==> src/rtl/reset_sequencer_if.sv <==
// Board reset sequencer bus: raw button and MMCM lock inputs, conditioned reset and debug status outputs.
// The slave modport is the sequencer; the master modport is the board side that supplies the raw inputs.
interface reset_sequencer_if;
   logic       btn_in;
   logic       pll_locked;
   logic       core_rst;
   logic       core_rst_n;
   logic       btn_db;
   logic [1:0] state;
   logic [7:0] reset_count;

   modport slave (
      input  btn_in,
      input  pll_locked,
      output core_rst,
      output core_rst_n,
      output btn_db,
      output state,
      output reset_count
   );

   modport master (
      output btn_in,
      output pll_locked,
      input  core_rst,
      input  core_rst_n,
      input  btn_db,
      input  state,
      input  reset_count
   );
endinterface

==> src/rtl/reset_sequencer.sv <==
// Button debounce plus MMCM-lock qualification driving a stretched, registered SoC core reset.
// Latency from rst release with lock high: 2 + LOCK_STABLE_CYCLES + RESET_HOLD_CYCLES edges; no backpressure.
module reset_sequencer #(
   parameter int DEBOUNCE_CYCLES    = 20000,
   parameter int LOCK_STABLE_CYCLES = 1024,
   parameter int RESET_HOLD_CYCLES  = 16
) (
   input  logic             clk,
   input  logic             rst,
   reset_sequencer_if.slave bus
);
   localparam int DB_W = $clog2(DEBOUNCE_CYCLES + 1);
   localparam int LK_W = $clog2(LOCK_STABLE_CYCLES + 1);
   localparam int HD_W = $clog2(RESET_HOLD_CYCLES + 1);

   localparam logic [DB_W-1:0] DB_LAST = DB_W'(DEBOUNCE_CYCLES - 1);
   localparam logic [LK_W-1:0] LK_LAST = LK_W'(LOCK_STABLE_CYCLES - 1);
   localparam logic [HD_W-1:0] HD_LAST = HD_W'(RESET_HOLD_CYCLES - 1);

   localparam logic [1:0] ST_ASSERT    = 2'd0;
   localparam logic [1:0] ST_WAIT_LOCK = 2'd1;
   localparam logic [1:0] ST_HOLD      = 2'd2;
   localparam logic [1:0] ST_RUN       = 2'd3;

   logic            btn_meta_q, btn_meta_d;
   logic            btn_sync_q, btn_sync_d;
   logic            lock_meta_q, lock_meta_d;
   logic            lock_sync_q, lock_sync_d;
   logic [DB_W-1:0] db_cnt_q, db_cnt_d;
   logic            btn_db_q, btn_db_d;
   logic [LK_W-1:0] lock_cnt_q, lock_cnt_d;
   logic [HD_W-1:0] hold_cnt_q, hold_cnt_d;
   logic [1:0]      state_q, state_d;
   logic [7:0]      reset_count_q, reset_count_d;
   logic            core_rst_q, core_rst_d;
   logic            core_rst_n_q, core_rst_n_d;

   always_comb begin
      btn_meta_d  = bus.btn_in;
      btn_sync_d  = btn_meta_q;
      lock_meta_d = bus.pll_locked;
      lock_sync_d = lock_meta_q;
   end

   // Any cycle where the synchronized level agrees with btn_db restarts the debounce window.
   always_comb begin
      btn_db_d = btn_db_q;
      db_cnt_d = '0;
      if (btn_sync_q != btn_db_q) begin
         if (db_cnt_q == DB_LAST) begin
            btn_db_d = ~btn_db_q;
         end else begin
            db_cnt_d = db_cnt_q + 1'b1;
         end
      end
   end

   // Counters default to zero so each one restarts from 0 whenever its state is (re)entered.
   always_comb begin
      state_d       = state_q;
      lock_cnt_d    = '0;
      hold_cnt_d    = '0;
      reset_count_d = reset_count_q;
      case (state_q)
         ST_ASSERT: begin
            if (!btn_db_q) state_d = ST_WAIT_LOCK;
         end
         ST_WAIT_LOCK: begin
            if (btn_db_q) begin
               state_d = ST_ASSERT;
            end else if (lock_sync_q) begin
               if (lock_cnt_q == LK_LAST) state_d = ST_HOLD;
               else                       lock_cnt_d = lock_cnt_q + 1'b1;
            end
         end
         ST_HOLD: begin
            if (btn_db_q) begin
               state_d = ST_ASSERT;
            end else if (!lock_sync_q) begin
               state_d = ST_WAIT_LOCK;
            end else if (hold_cnt_q == HD_LAST) begin
               state_d = ST_RUN;
            end else begin
               hold_cnt_d = hold_cnt_q + 1'b1;
            end
         end
         ST_RUN: begin
            if (btn_db_q || !lock_sync_q) begin
               state_d = btn_db_q ? ST_ASSERT : ST_WAIT_LOCK;
               if (reset_count_q != 8'hFF) reset_count_d = reset_count_q + 8'd1;
            end
         end
         default: state_d = ST_ASSERT;
      endcase
   end

   // Reset outputs follow the next state so core_rst is low exactly while state_q is RUN.
   always_comb begin
      core_rst_d   = (state_d != ST_RUN);
      core_rst_n_d = (state_d == ST_RUN);
   end

   always_ff @(posedge clk) begin
      if (rst) begin
         btn_meta_q    <= 1'b0;
         btn_sync_q    <= 1'b0;
         lock_meta_q   <= 1'b0;
         lock_sync_q   <= 1'b0;
         db_cnt_q      <= '0;
         btn_db_q      <= 1'b0;
         lock_cnt_q    <= '0;
         hold_cnt_q    <= '0;
         state_q       <= ST_ASSERT;
         reset_count_q <= 8'd0;
         core_rst_q    <= 1'b1;
         core_rst_n_q  <= 1'b0;
      end else begin
         btn_meta_q    <= btn_meta_d;
         btn_sync_q    <= btn_sync_d;
         lock_meta_q   <= lock_meta_d;
         lock_sync_q   <= lock_sync_d;
         db_cnt_q      <= db_cnt_d;
         btn_db_q      <= btn_db_d;
         lock_cnt_q    <= lock_cnt_d;
         hold_cnt_q    <= hold_cnt_d;
         state_q       <= state_d;
         reset_count_q <= reset_count_d;
         core_rst_q    <= core_rst_d;
         core_rst_n_q  <= core_rst_n_d;
      end
   end

   assign bus.core_rst    = core_rst_q;
   assign bus.core_rst_n  = core_rst_n_q;
   assign bus.btn_db      = btn_db_q;
   assign bus.state       = state_q;
   assign bus.reset_count = reset_count_q;
endmodule

==> src/flat_wrapper.sv <==
// flat-port wrapper written by rule: the top's interface ports become plain ports
module reset_sequencer_flat 
#(
   parameter int DEBOUNCE_CYCLES    = 20000,
   parameter int LOCK_STABLE_CYCLES = 1024,
   parameter int RESET_HOLD_CYCLES  = 16
)
  (clk, rst, bus_btn_in, bus_pll_locked, bus_core_rst, bus_core_rst_n, bus_btn_db, bus_state, bus_reset_count);
  reset_sequencer_if bus_i ();
  input  logic clk;
  input  logic rst;
  input wire logic [$bits(bus_i.btn_in)-1:0] bus_btn_in;
  input wire logic [$bits(bus_i.pll_locked)-1:0] bus_pll_locked;
  output wire logic [$bits(bus_i.core_rst)-1:0] bus_core_rst;
  output wire logic [$bits(bus_i.core_rst_n)-1:0] bus_core_rst_n;
  output wire logic [$bits(bus_i.btn_db)-1:0] bus_btn_db;
  output wire logic [$bits(bus_i.state)-1:0] bus_state;
  output wire logic [$bits(bus_i.reset_count)-1:0] bus_reset_count;
  assign bus_i.btn_in = bus_btn_in;
  assign bus_i.pll_locked = bus_pll_locked;
  assign bus_core_rst = bus_i.core_rst;
  assign bus_core_rst_n = bus_i.core_rst_n;
  assign bus_btn_db = bus_i.btn_db;
  assign bus_state = bus_i.state;
  assign bus_reset_count = bus_i.reset_count;
  reset_sequencer #(.DEBOUNCE_CYCLES(DEBOUNCE_CYCLES), .LOCK_STABLE_CYCLES(LOCK_STABLE_CYCLES), .RESET_HOLD_CYCLES(RESET_HOLD_CYCLES)) u_core (.clk(clk), .rst(rst), .bus(bus_i));
endmodule
==> config.mk <==
export PLATFORM = sky130hd
export DESIGN_NAME = reset_sequencer_flat
export DESIGN_NICKNAME = d
export VERILOG_FILES = /design/src/rtl/reset_sequencer_if.sv /design/src/rtl/reset_sequencer.sv /design/src/flat_wrapper.sv
export SDC_FILE = /design/constraint.sdc
export NUM_CORES = 1
export LEC_CHECK = 0
export CAP_MARGIN = 20
export CORE_MARGIN = 2
export CORE_UTILIZATION = 60
export DETAILED_ROUTE_END_ITERATION = 12
export DONT_BUFFER_PORTS = 1
export GPL_TIMING_DRIVEN = 1
export PLACE_DENSITY = 0.88
export REMOVE_ABC_BUFFERS = 1
export SLEW_MARGIN = 20
export SYNTH_ARGS = -nofsm -noshare
export SYNTH_HDL_FRONTEND = slang
export SYNTH_SLANG_ARGS = --single-unit
==> constraint.sdc <==
create_clock -name clk -period 2.2 [get_ports clk]
set_input_delay 0.22 -clock clk [delete_from_list [all_inputs] [get_ports clk]]
set_output_delay 0.22 -clock clk [all_outputs]
set_load 0.01 [all_outputs]
# --- Yosys cells after proc, flatten, opt, wreduce, memory -nomap -nowiden ---
# Cells that the tools add are included.
word_totals:
  wordCells: 49
  latchBits: 0
  rom_bits: 0
  ff_bits: 48
  ramBits: 0
  mem_count: 0
  output_inout_bits: 13
classes:
  eq_ne: 10
  n_reduce_logical: 8
  n_bitwise: 5
  multipliers: 0
  order_cmp: 0
  add_sub_neg: 4
  n_shift: 0
  n_div: 0
  mux: 10
ops:
  columns: ["cell", "n"]
  rows:
  - ["$mux W2", 8]
  - ["$add A15 B1 Y15 const B", 1]
  - ["$eq A15 B15 Y1 const B", 1]
  - ["$add A11 B1 Y11 const B", 1]
  - ["$eq A11 B10 Y1 const B", 1]
  - ["$reduce_or A5 Y1", 2]
  - ["$add A8 B1 Y8 const B", 1]
  - ["$ne A8 B8 Y1 const B", 1]
  - ["$pmux W2 S4", 1]
  - ["$eq A2 B2 Y1 const B", 3]
  - ["$add A5 B1 Y5 const B", 1]
  - ["$eq A5 B4 Y1 const B", 1]
  - ["$not A1 Y1", 5]
  - ["$reduce_and A3 Y1", 1]
  - ["$reduce_or A3 Y1", 1]
  - ["$eq A2 B1 Y1 const B", 1]
  - ["$logic_not A2 Y1", 1]
  - ["$ne A2 B2 Y1 const B", 1]
  - ["$reduce_and A2 Y1", 1]
  - ["$logic_not A1 Y1", 1]
  - ["$logic_or A1 B1 Y1", 1]
  - ["$mux W1", 1]
  - ["$ne A1 B1 Y1", 1]

# --- Depth between registers and ports, before layout ---
# Gate-level depths: netlist (run 1).
logic_depth:
  ltp_word: 6
  ltp_mapped: 7
  ltp_nobuf: 7

# --- Worst setup path before layout (run 1) ---
# OpenSTA, ideal clock, no wires.
synth_timing:
  kind: "flip-flop to flip-flop"
  from: "register u_core.reset_count_q[0] (netlist: u_core.bus.reset_count[0])"
  to: "register u_core.reset_count_q[2] (netlist: u_core.bus.reset_count[2])"
  arrival_ns: 1.412
  period_less_slack_ns: 1.483
  path_stages_with_launch: 7
  setup_ns: 0.071
  slack_ns: 0.717
  required_ns: 2.129
  cell_sequence: "dfxtp_1 > ha_1 > nand3_1 > o2111ai_2 > buf_6 > or3_1 > a21oi_1"
synth_between:
  elab_chain_len: 2
synth_lines:
  columns: ["item", "line", "source"]
  rows:
  - ["start: declaration", "reset_sequencer.sv:34", "logic [7:0] reset_count_q, reset_count_d;"]
  - ["start signal: assignment", "reset_sequencer.sv:127", "reset_count_q <= reset_count_d;"]
  - ["parallel branches: the longest is 2 deep, another holds $add A8 B1 Y8", null, null]
# Several ways; the timed one is not identified.
# A chain may end at the register's enable or synchronous reset.

# --- Final worst setup path (run 1) ---
layout_timing:
  from: "register u_core.reset_count_q[0] (netlist: u_core.bus.reset_count[0])"
  to: "register u_core.reset_count_q[7] (netlist: u_core.bus.reset_count[7])"
# Same word-level chain as after synthesis.

==> results by group, run 1 <==
Run status
  – Outcome: finished, final reports clean

Floorplanning
  – Die area: 3748 µm²
  – # rows: 20
  – IO Pins: 17
  – Die Wd: 61.22 µm
  – Initial Utilization: 0.6382
  – Core area: 3078 µm²
  – Die height: between 60 and 70 µm

Timing
  – Max Freq: 563.5 MHz
  – RSZ-0062 raised after global routing: false
  – Fin. max-slew vios: 0
  – Final setup viols: 0
  – Final worst path period share: 0.8067
  – Final Hold Fails: 0
  – Worst-Margin Slew: 0.5446 ns
  – WHS: 0.03454 ns
  – Setup_tns: 0 ns
  – Min Tclk post-route: 1.775 ns
  – Worst rel slew slack: 0.6369
  – Clk_skew: 0.01642 ns

Finish
  – Share of layout cells above drive strength 1: 0.05381
  – Antenna cells: 0
  – Post-layout net count: 231
  – Design area: approximately 2100 µm²
  – Layout Cells excl Fill: ~270
  – Fillers: 228
  – Synth-to-Final Area Change: 7.325%

Routing
  – Routed wire length: 3.297 mm
  – DR iter-0 viols: 94
  – Routed wire per std cell: approximately 12 µm
  – # DRC: 0
  – Via density: 5.539
  – Drt first pass iters: 4
  – Routed Antenna Nets: 0
  – Via count: between 1000 and 1500

Worst setup path
  – Slowest CP cell: or4_1
  – Maximum fanout along the worst path: 14
  – Worst endpoint data arrival time: 2.09 ns
  – Kind of critical path: reg -> reg
  – Worst Setup End Kind: register
  – Crit path launch type: register
  – Worst Path Required: roughly 2.5 ns
  – Critical path cell sequence: ha_1, nand3_1, o2111ai_2, or4_1, a21oi_1
  – CP peak stage delay: 0.51 ns

Clocking
  – Num CTS Buffers: 5
  – Clk Tree Root Cell: clkbuf_4
  – Clk buf depth: 2
  – CTS clk-pin slew, worst paths: 0.15 ns
  – Clk_lat worst skew: 0.37 ns
  – H-Tree Depth: 2
  – Clock Sink Count: 48
  – Post-CTS setup buffers: 0
  – CTS tree: done

Pwr
  – Pwr Density: 678.4 nW/µm²
  – Pleak: 0.6620 nW
  – Worst vdd ir: approximately 0.00047 V
  – Power, Total: 1.430 mW

Global route
  – Largest net degree at the start of global routing: 17
  – Vias in the first global route: 1312
  – Initial antenna violation count: 0
  – First-pass GRT wire length: 5.464 mm
  – GRT Total Usage: 0.1969
  – GRT overflow: 0

Logic synthesis
  – Syn Inst Count: between 200 and 250
  – Post-synth cell types: 36
  – Mapped cell area: 1964 µm²
  – Avg Synthesized Cell Area: 9.094 µm²
  – Synth area leaders: dfxtp_1 49%, nor2_1 7.1%, xnor2_1 6.7%
  – Yosys top cell area share: 0.4892
  – Sequential area share after synthesis: 0.4892
  – Async SR Flop Fraction: 0
  – Synth Register Bits: 48
  – Synth warnings: 0
  – Ys flop type: dfxtp_1
  – Post-synth EDFFs: 0
  – Synth area leader: dfxtp_1

Place
  – Placed cell count: 256
  – DP Area: 1994 µm²
  – # port buffers: 0
  – Final GP Congestion: 0.8315
  – Post-DP HPWL: 2.261 mm

Run
  – Max Cap Violations: 0

Worst hold path
  – Worst min path class: in -> reg
-- report_power, final --
part	total (mW)	switching, mW	internal (mW)	leakage (nW)
Clock	0.531	0.288	0.243	0.0418
Combinational	0.0195	0.0106	0.00889	0.232
Sequential	0.880	0.00519	0.875	0.388
-- cells in the final DEF (no fill, tap or decap), drive strengths merged, types with 2 or more instances in the layout --
| master | synthesis | final |
|---|---|---|
| o31ai | 3 | 3 |
| a21oi | 8 | 8 |
| dlygate4sd3 | 0 | 3 |
| o21ai | 5 | 5 |
| nor3b | 2 | 2 |
| nor2 | 37 | 37 |
| mux2i | 2 | 2 |
| xnor2 | 15 | 15 |
| or4 | 3 | 3 |
| ha | 5 | 5 |
| nand4 | 7 | 7 |
| or3 | 4 | 4 |
| nor2b | 5 | 5 |
| clkbuf | 1 | 5 |
| xor2 | 9 | 9 |
| or2 | 3 | 3 |
| nand2 | 11 | 11 |
| dfxtp | 48 | 48 |
| nand3 | 15 | 15 |
| nor4 | 4 | 4 |
| nand2b | 2 | 2 |
| nor3 | 6 | 6 |
| inv | 9 | 10 |
-- path summary, 6_finish.rpt --
| check | depth (start not counted) | slack (ns) | start | endpoint |
|---|---|---|---|---|
| min reg2reg | 1 | 0.46 | u_core.btn_meta_q$_SDFF_PP0_ | u_core.btn_sync_q$_SDFF_PP0_ |
| min | 2 | 0.03 | rst | u_core.bus.state[1]$_SDFF_PP0_ |
| max | 5 | 0.43 | u_core.bus.reset_count[0]$_SDFFE_PP0P_ | u_core.bus.reset_count[7]$_SDFFE_PP0P_ |
| max reg2reg | 5 | 0.43 | u_core.bus.reset_count[0]$_SDFFE_PP0P_ | u_core.bus.reset_count[7]$_SDFFE_PP0P_ |
-- layer usage --
metal | vias to the layer above | GRT usage | share of wire
met3 | 7 | 0.07563 | 0.056
met1 | 685 | 0.2372 | 0.46
met2 | 30 | 0.3146 | 0.46
met4 | 0 | 0.08385 | 0.016
met5 | - | 0 | 0
li1 | 757 | - | -
-- cells by family after synthesis --
group,Yosys count,synth area share
compound gates,18,0.05605
xor+xnor,24,0.1070
fa+ha+maj,5,0.03185
buf+inv,13,0.02993
flops,48,0.4892
mux,2,0.01019
simple gates,106,0.2758
-- state kept, by name, summed over array words and instances (netlist names), 2 cells and up --
| register | cells |
|---|---|
| u_core.db_cnt_q | 15 |
| u_core.lock_cnt_q | 11 |
| u_core.bus.reset_count | 8 |
| u_core.hold_cnt_q | 5 |
| u_core.bus.state | 2 |
-- timing repair --
item / 4_1_cts / 5_1_grt
hold endpoints to repair: 14 / 0
hold buffers: 3 / 0
resized for setup: 0 / 0
-- synthesized netlist by cell type, types with 2 or more instances --
| cell type | count |
|---|---|
| a21oi_1 | 8 |
| buf_2 | 2 |
| dfxtp_1 | 48 |
| ha_1 | 5 |
| inv_1 | 9 |
| mux2i_1 | 2 |
| nand2_1 | 11 |
| nand2b_1 | 2 |
| nand3_1 | 15 |
| nand4_1 | 7 |
| nor2_1 | 37 |
| nor2b_1 | 5 |
| nor3_1 | 6 |
| nor4_1 | 4 |
| o21ai_0 | 3 |
| o21ai_1 | 2 |
| o31ai_1 | 3 |
| or2_2 | 2 |
| or3_1 | 4 |
| or4_1 | 3 |
| xnor2_1 | 15 |
| xor2_1 | 9 |
-- worst max-delay path, delay by kind of cell, from the launching register on --
kind / cells / cell delay (ns)
AOI/OAI and AO/OA: 2 / 0.43
DFF: 1 / 0.40
and+or+nand+nor: 2 / 0.62
adders and majority gates: 1 / 0.26
-- stage by stage --
stage               setup slack [ns]  utilization
floorplan                     0.6158            -
global placement              0.5021       0.6480
detailed placement            0.4615       0.6480
CTS                           0.4280       0.6850
global route                  0.3019       0.6850
finish                        0.4253       0.6850
-- final cells by class --
cell class              instances  area (µm²)  share of cell area
repair buffers                  3       30.03             0.01424
well taps                      44       55.05             0.02611
clock buffers                   5       37.54             0.01780
flip-flops and latches         48       960.9              0.4558
multi-input cells             155       944.7              0.4481
clock inverters                 3       46.29             0.02196
inverters                       9       33.78             0.01602
No activity file was read; power rests on OpenSTA's default activity.
==> run 2: changes to the inputs <==
ABC_AREA = 1   (was not set)
CORE_UTILIZATION = 56   (was 60)
PLACE_DENSITY = 0.86   (was 0.88)
clock period = 1.6 ns   (was 2.2 ns; I/O delays follow)
==> run 2 against run 1 <==
Effect of this change: first-iteration DRC count decreased by 20%; final area increased by 13%; clock power increased by 61%; register-to-register slack got worse by 0.30 ns; via count increased by 25%; clock skew decreased by 0.013 ns; synthesized cell count increased by 36%; cell count increased by 34%; hold slack got worse by 0.0051 ns.
==> results by group, run 2 <==
Worst setup path
  – Reg-to-Reg Start: u_core.hold_cnt_q[0]$_SDFF_PP0_ (was u_core.bus.reset_count[0]$_SDFFE_PP0P_)
  – Worst Path Required: 1.83 ns (was 2.52 ns)
  – Crit path launch: u_core.hold_cnt_q[0]$_SDFF_PP0_ (was u_core.bus.reset_count[0]$_SDFFE_PP0P_)
  – Kind of critical path: reg -> reg (unchanged)
  – Worst Setup End Kind: register (unchanged)
  – Worst setup path endpoint: u_core.hold_cnt_q[2]$_SDFF_PP0_ (was u_core.bus.reset_count[7]$_SDFFE_PP0P_)
  – Worst reg2reg path depth: 7 (was 5)
  – Internal reg-to-reg setup slack: 0.12 ns (was 0.43 ns)
  – Maximum fanout along the worst path: 5 (was 14)
  – Reg2Reg Capture Point: u_core.hold_cnt_q[2]$_SDFF_PP0_ (was u_core.bus.reset_count[7]$_SDFFE_PP0P_)
  – Crit path launch type: register (unchanged)
  – Worst endpoint data arrival time: 1.70 ns (was 2.09 ns)

Place
  – Placed cell count: 346 (was 256)
  – DP Area: 2248 µm² (was 1994 µm²)
  – # port buffers: 0 (unchanged)
  – Pre-CTS setup slack: 0.1206 ns (was 0.4615 ns)
  – Post-DP HPWL: 3.013 mm (was 2.261 mm)
  – Final GP Congestion: 0.8613 (was 0.8315)

Timing
  – Fin. max-slew vios: 0 (unchanged)
  – Clk_skew: 0.003367 ns (was 0.01642 ns)
  – Setup_tns: 0 ns (unchanged)
  – Worst-Margin Slew: 0.3893 ns (was 0.5446 ns)
  – Final worst path period share: 0.9229 (was 0.8067)
  – Max Freq: 677.2 MHz (was 563.5 MHz)
  – Min Tclk post-route: 1.477 ns (was 1.775 ns)
  – Worst rel slew slack: 0.7396 (was 0.6369)
  – Final Hold Fails: 0 (unchanged)
  – Final setup viols: 0 (unchanged)
  – WHS: 0.02940 ns (was 0.03454 ns)
  – RSZ-0062 raised after global routing: false (unchanged)
  – Final setup margin: 0.1234 ns (was 0.4253 ns)

Global route
  – Largest net degree at the start of global routing: 16 (was 17)
  – First-pass GRT wire length: 7.514 mm (was 5.464 mm)
  – GRT overflow: 0 (unchanged)
  – Vias in the first global route: 1771 (was 1312)
  – GRT Total Usage: 0.2223 (was 0.1969)
  – Initial antenna violation count: 0 (unchanged)

Finish
  – Post-layout net count: 317 (was 231)
  – Util after Layout: 0.6476 (was 0.6850)
  – Share of layout cells above drive strength 1: 0.09709 (was 0.05381)
  – Fillers: 319 (was 228)
  – Most frequent cells in the layout: 64 x nand2_1, 50 x nor2_1, 48 x dfxtp_1 (was 48 x dfxtp_1, 37 x nor2_1, 15 x nand3_1, 15 x xnor2_1, 11 x nand2_1)
  – Most common cell after layout, fill and taps aside: nand2_1 (was dfxtp_1)
  – Synth-to-Final Area Change: 10.67% (was 7.325%)
  – Biggest register: u_core.db_cnt_q (unchanged)
  – Design area: 2389 µm² (was 2108 µm²)
  – Max FFs per register: 15 (unchanged)
  – Antenna cells: 0 (unchanged)
  – Layout Cells excl Fill: 357 (was 267)

Clocking
  – Clk_lat worst skew: 0.30 ns (was 0.37 ns)
  – Post-CTS setup buffers: 0 (unchanged)
  – Clock Sink Count: 48 (unchanged)
  – CTS clk-pin slew, worst paths: 0.08 ns (was 0.15 ns)
  – CTS tree: done (unchanged)
  – Clk buf depth: 2 (unchanged)
  – Num CTS Buffers: 5 (unchanged)
  – Clk Tree Root Cell: clkbuf_8 (was clkbuf_4)
  – H-Tree Depth: 2 (unchanged)

Logic synthesis
  – Synth Register Bits: 48 (unchanged)
  – Ys flop type: dfxtp_1 (unchanged)
  – Async SR Flop Fraction: 0 (unchanged)
  – Sequential area share after synthesis: 0.4452 (was 0.4892)
  – Yosys top cell area share: 0.4452 (was 0.4892)
  – Top cells by count, synth: 64 x nand2_1, 51 x nor2_1, 48 x dfxtp_1 (was 48 x dfxtp_1, 37 x nor2_1, 15 x nand3_1, 15 x xnor2_1, 11 x nand2_1)
  – Post-synth cell types: 28 (was 36)
  – Synth area leaders: dfxtp_1 45%, nand2_1 11%, nor2_1 8.9% (was dfxtp_1 49%, nor2_1 7.1%, xnor2_1 6.7%)
  – Synth warnings: 0 (unchanged)
  – Post-synth EDFFs: 0 (unchanged)
  – Syn Inst Count: 294 (was 216)
  – Most frequent cell after synthesis: nand2_1 (was dfxtp_1)
  – Synth area leader: dfxtp_1 (unchanged)
  – Mapped cell area: 2158 µm² (was 1964 µm²)
  – Avg Synthesized Cell Area: 7.341 µm² (was 9.094 µm²)

Floorplanning
  – Die area: 4367 µm² (was 3748 µm²)
  – # rows: 22 (was 20)
  – IO Pins: 17 (unchanged)
  – Die Wd: 66.08 µm (was 61.22 µm)
  – Die height: 66.08 µm (was 61.22 µm)
  – Initial Utilization: 0.5851 (was 0.6382)
  – Core area: 3689 µm² (was 3078 µm²)

Routing
  – Via count: 1855 (was 1479)
  – Routed wire length: 4.189 mm (was 3.297 mm)
  – # DRC: 0 (unchanged)
  – Drt first pass iters: 4 (unchanged)
  – DR iter-0 viols: 75 (was 94)
  – Routed Antenna Nets: 0 (unchanged)
  – Via density: 5.196 (was 5.539)
  – Routed wire per std cell: 11.73 µm (was 12.35 µm)

Run
  – Max Cap Violations: 0 (unchanged)

Worst hold path
  – Worst min path class: in -> reg (unchanged)

Pwr
  – Worst vdd ir: 0.0005525 V (was 0.0004744 V)
  – Pleak: 0.8131 nW (was 0.6620 nW)
  – Pwr Density: 878.7 nW/µm² (was 678.4 nW/µm²)
  – Power, Total: 2.099 mW (was 1.430 mW)

Run status
  – Outcome: finished, final reports clean (unchanged)
run 2: changes by cell type after synthesis, moves of 5 or more:
| cell | previous run | this run |
|---|---|---|
| nand2_1 | 11 | 64 |
| nor2b_1 | 5 | 0 |
| xnor2_1 | 15 | 6 |
| nor2_1 | 37 | 51 |
| a21oi_1 | 8 | 22 |
| nand4_1 | 7 | 12 |
| inv_1 | 9 | 34 |
| nor3_1 | 6 | 1 |
run 2: area by class of cell:
type / instances / area (µm²) / share of cell area
Clock inverter: 2 / 35.03 / 0.01467
Timing Repair Buffer: 9 / 75.07 / 0.03143
Multi-Input combinational cell: 208 / 1050 / 0.4395
Tap cell: 48 / 60.06 / 0.02514
Inverter: 36 / 135.1 / 0.05657
Sequential cell: 48 / 960.9 / 0.4023
Clock buffer: 6 / 72.57 / 0.03038
run 2: worst min-delay path by stage:
stage          startpoint                                     end  slack [ns]  cells past startpoint
6_report              rst          u_core.bus.core_rst$_SDFF_PP1_        0.03                      2
5_1_grt               rst          u_core.bus.core_rst$_SDFF_PP1_        0.05                      2
4_1_cts               rst          u_core.bus.core_rst$_SDFF_PP1_        0.03                      2
3_5_place_dp          rst  u_core.bus.reset_count[5]$_SDFFE_PP0P_        0.23                      1
3_3_place_gp          rst  u_core.bus.reset_count[4]$_SDFFE_PP0P_        0.23                      1
2_1_floorplan         rst  u_core.bus.reset_count[0]$_SDFFE_PP0P_        0.23                      1
run 2: per-layer routing:
metal  GRT usage  share of wire  routed length [µm]
met5           0              0                   0
met4     0.08673          0.021                  90
met3     0.06474          0.041                 171
met1      0.2605           0.45                1895
met2      0.3800           0.49                2032
run 2: power breakdown:
part / internal (mW) / leakage [nW] / switching [mW] / total (mW)
logic: 0.0133 / 0.370 / 0.0242 / 0.0375
clock network: 0.464 / 0.0552 / 0.391 / 0.855
registers: 1.20 / 0.388 / 0.00576 / 1.21
run 2: what timing repair did:
| action | 4_1_cts | 5_1_grt |
|---|---|---|
| endpoints found under the hold margin | 10 | 0 |
| hold buffers | 3 | 0 |
| setup endpoints to repair | 0 | 1 |
| resized for setup | 0 | 1 |
run 2: worst max-delay path, stage by stage, from the launching register on:
cell and delay, ns:
dfxtp_1 0.34, ha_1 0.22, nand2_1 0.07, nor2_1 0.05, ha_1 0.18, nor2_2 0.11
nand4_1 0.20, nor3b_1 0.23
run 2: cells by family after synthesis:
family / Yosys count / share of synthesized area
AOI/OAI and AO/OA: 28 / 0.06898
xor gates and xnor gates: 12 / 0.04870
adders and majority gates: 5 / 0.02899
buffers and inverters: 38 / 0.06956
DFF: 48 / 0.4452
and+or+nand+nor: 163 / 0.3386
==> run 3: changes to the inputs <==
CELL_PAD_IN_SITES_DETAIL_PLACEMENT = 0   (was not set)
CELL_PAD_IN_SITES_GLOBAL_PLACEMENT = 1   (was not set)
CORE_UTILIZATION = 41   (was 56)
PLACE_DENSITY = 0.85   (was 0.86)
==> run 3 against run 2 <==
Effect of this change: wire length is 2.1% lower; fmax grew 1.4%; total power rose by 6.8%; cell count rose by 6.7%; largest cell class unchanged; clock-buffer cell count fell by 1; final area up 3.1%.
==> results by group, run 3 (synthesis gave the netlist of run 2 again) <==
Run status
  – Outcome: finished, final reports clean (unchanged)

Worst setup path
  – Worst reg2reg path depth: 8 (was 7)
  – Worst Path Required: 1.83 ns (about the same)
  – Internal reg-to-reg setup slack: 0.14 ns (was 0.12 ns)
  – Kind of critical path: reg -> reg (unchanged)
  – CP peak stage delay: 0.34 ns (about the same)
  – Reg2Reg Capture Point: u_core.hold_cnt_q[1]$_SDFF_PP0_ (was u_core.hold_cnt_q[2]$_SDFF_PP0_)
  – Crit-path most repeated cell: nor2_1 (was ha_1)
  – Worst endpoint data arrival time: 1.69 ns (was 1.70 ns)
  – Slowest CP cell: dfxtp_1 (unchanged)
  – Worst Setup End Kind: register (unchanged)
  – Critical path cell sequence: ha_1, nand2_1, nor2_1, ha_1, nor2_1, nand4_1, buf_4, nor2_1 (was ha_1, nand2_1, nor2_1, ha_1, nor2_2, nand4_1, nor3b_1)
  – Reg-to-Reg Start: u_core.hold_cnt_q[0]$_SDFF_PP0_ (unchanged)
  – Maximum fanout along the worst path: 4 (was 5)
  – Crit path launch type: register (unchanged)

Routing
  – Via count: 1815 (was 1855)
  – Routed wire per std cell: 10.77 µm (was 11.73 µm)
  – Via density: 4.764 (was 5.196)
  – Routed wire length: 4.103 mm (was 4.189 mm)
  – Drt first pass iters: 4 (unchanged)
  – DR iter-0 viols: 94 (was 75)
  – # DRC: 0 (unchanged)
  – Routed Antenna Nets: 0 (unchanged)

Timing
  – Worst rel slew slack: 0.7401 (was 0.7396)
  – Final worst path period share: 0.9098 (was 0.9229)
  – Clk_skew: 0.005162 ns (was 0.003367 ns)
  – Max Freq: 686.9 MHz (was 677.2 MHz)
  – Final setup viols: 0 (unchanged)
  – RSZ-0062 raised after global routing: false (unchanged)
  – Worst-Margin Slew: 0.3885 ns (was 0.3893 ns)
  – Fin. max-slew vios: 0 (unchanged)
  – WHS: 0.05252 ns (was 0.02940 ns)
  – Setup_tns: 0 ns (unchanged)
  – Min Tclk post-route: 1.456 ns (was 1.477 ns)
  – Final Hold Fails: 0 (unchanged)

Clocking
  – H-Tree Depth: 2 (unchanged)
  – CTS clk-pin slew, worst paths: 0.09 ns (was 0.08 ns)
  – Clock Sink Count: 48 (unchanged)
  – Clk Tree Root Cell: clkbuf_8 (unchanged)
  – CTS tree: done (unchanged)
  – Num CTS Buffers: 5 (unchanged)
  – Clk_lat worst skew: 0.29 ns (was 0.30 ns)
  – Clk buf depth: 2 (unchanged)

Worst hold path
  – Worst hold path endpoint: u_core.bus.core_rst$_SDFF_PP1_ (unchanged)
  – Worst min path class: in -> reg (unchanged)
  – HP Start: rst (unchanged)
  – Worst Hold Path Cells: 2 (unchanged)

Pwr
  – Sw Share: 0.1846 (was 0.2008)
  – Pleak: 0.8366 nW (was 0.8131 nW)
  – Clock power share: 0.446 (was 0.407)
  – Pwr Density: 910.8 nW/µm² (was 878.7 nW/µm²)
  – Sequential power share: 0.538 (was 0.575)
  – Worst vdd ir: 0.0004668 V (was 0.0005525 V)
  – Logic pwr share: 0.016 (was 0.018)
  – Psw: 414.0 µW (was 421.4 µW)
  – Int Power: 1.829 mW (was 1.677 mW)
  – Power, Total: 2.243 mW (was 2.099 mW)

Floorplanning
  – Initial Utilization: 0.4226 (was 0.5851)
  – Die Wd: 76.56 µm (was 66.08 µm)
  – Die height: 76.56 µm (was 66.08 µm)
  – Core area: 5107 µm² (was 3689 µm²)
  – # rows: 26 (was 22)
  – IO Pins: 17 (unchanged)
  – Die area: 5861 µm² (was 4367 µm²)

Place
  – Placed cell count: 369 (was 346)
  – # port buffers: 0 (unchanged)
  – Final GP Congestion: 0.8029 (was 0.8613)
  – Post-DP HPWL: 3.002 mm (was 3.013 mm)

Finish
  – Util after Layout: 0.4821 (was 0.6476)
  – Max FFs per register: 15 (unchanged)
  – Share of layout cells above drive strength 1: 0.1029 (was 0.09709)
  – Most common cell after layout, fill and taps aside: nand2_1 (unchanged)
  – Layout Cells excl Fill: 381 (was 357)
  – Biggest register: u_core.db_cnt_q (unchanged)
  – Synth-to-Final Area Change: 14.09% (was 10.67%)
  – Most frequent cells in the layout: 64 x nand2_1, 51 x nor2_1, 48 x dfxtp_1 (was 64 x nand2_1, 50 x nor2_1, 48 x dfxtp_1)
  – Post-layout net count: 320 (was 317)
  – Antenna cells: 0 (unchanged)

Global route
  – GRT overflow: 0 (unchanged)
  – Largest net degree at the start of global routing: 16 (unchanged)
  – GRT Total Usage: 0.1554 (was 0.2223)
  – First-pass GRT wire length: 7.493 mm (was 7.514 mm)
  – Initial antenna violation count: 0 (unchanged)
  – Vias in the first global route: 1699 (was 1771)

Run
  – Max Cap Violations: 0 (unchanged)
run 3: cell count changes in the layout (fill, tap and decap cells not counted), sizes merged:
cell / before / now
clkinv: 1 / 0
clkbuf: 6 / 5
buf: 6 / 9
bufinv: 1 / 2
run 3: routing by layer:
layer	vias up	share of wire	global-route usage
li1	974	-	-
met1	809	0.48	0.2000
met2	28	0.46	0.2478
met3	4	0.043	0.04147
met4	0	0.0097	0.06182
met5	-	0	0
run 3: power by group through the flow:
stage,clock network (mW),logic (mW),registers [mW]
6_report,1.00,0.0356,1.21
5_1_grt,1.08,0.0411,1.21
4_1_cts,1.04,0.0356,1.21
3_5_place_dp,0,0.0263,1.23
3_3_place_gp,0,0.0264,1.23
2_1_floorplan,0,0.0197,1.23
run 3: how the worst max path moves through the flow:
stage / startpoint / to / slack (ns) / cells past startpoint
3_3_place_gp: u_core.hold_cnt_q[0]$_SDFF_PP0_ / u_core.hold_cnt_q[2]$_SDFF_PP0_ / 0.19 / 7
2_1_floorplan: u_core.db_cnt_q[0]$_SDFF_PP0_ / u_core.db_cnt_q[10]$_SDFF_PP0_ / 0.25 / 6
6_report: u_core.hold_cnt_q[0]$_SDFF_PP0_ / u_core.hold_cnt_q[1]$_SDFF_PP0_ / 0.14 / 8
3_5_place_dp: u_core.hold_cnt_q[0]$_SDFF_PP0_ / u_core.hold_cnt_q[2]$_SDFF_PP0_ / 0.13 / 7
4_1_cts: u_core.hold_cnt_q[0]$_SDFF_PP0_ / u_core.hold_cnt_q[2]$_SDFF_PP0_ / 0.11 / 7
5_1_grt: u_core.hold_cnt_q[0]$_SDFF_PP0_ / u_core.hold_cnt_q[2]$_SDFF_PP0_ / 0.04 / 7
run 3: area by class of cell:
type,count,area [µm²]
well taps,70,87.58
fillers,529,2645
clock buffers,5,68.82
multi-input cells,208,1052
flip-flops and latches,48,960.9
clock inverters,2,60.06
repair buffers,12,97.59
inverters,36,135.1
run 3: metrics by stage:
step	instance area [µm²]	setup slack, ns
floorplan	2143	0.2539
global placement	2283	0.1902
detailed placement	2283	0.1349
CTS	2442	0.1100
global route	2462	0.03862
finish	2462	0.1442
run 3: critical path, delay by kind of cell (launching register included):
family | cells | cell delay (ns)
simple gates | 5 | 0.48
buf+inv | 1 | 0.19
flops | 1 | 0.34
fa+ha+maj | 2 | 0.38
run 3: what timing repair did:
| action | 4_1_cts | 5_1_grt |
|---|---|---|
| endpoints found under the setup margin | 0 | 8 |
| setup buffers | 0 | 2 |
| resized for setup | 0 | 1 |
| endpoints found under the hold margin | 10 | 0 |
| hold buffers | 3 | 0 |
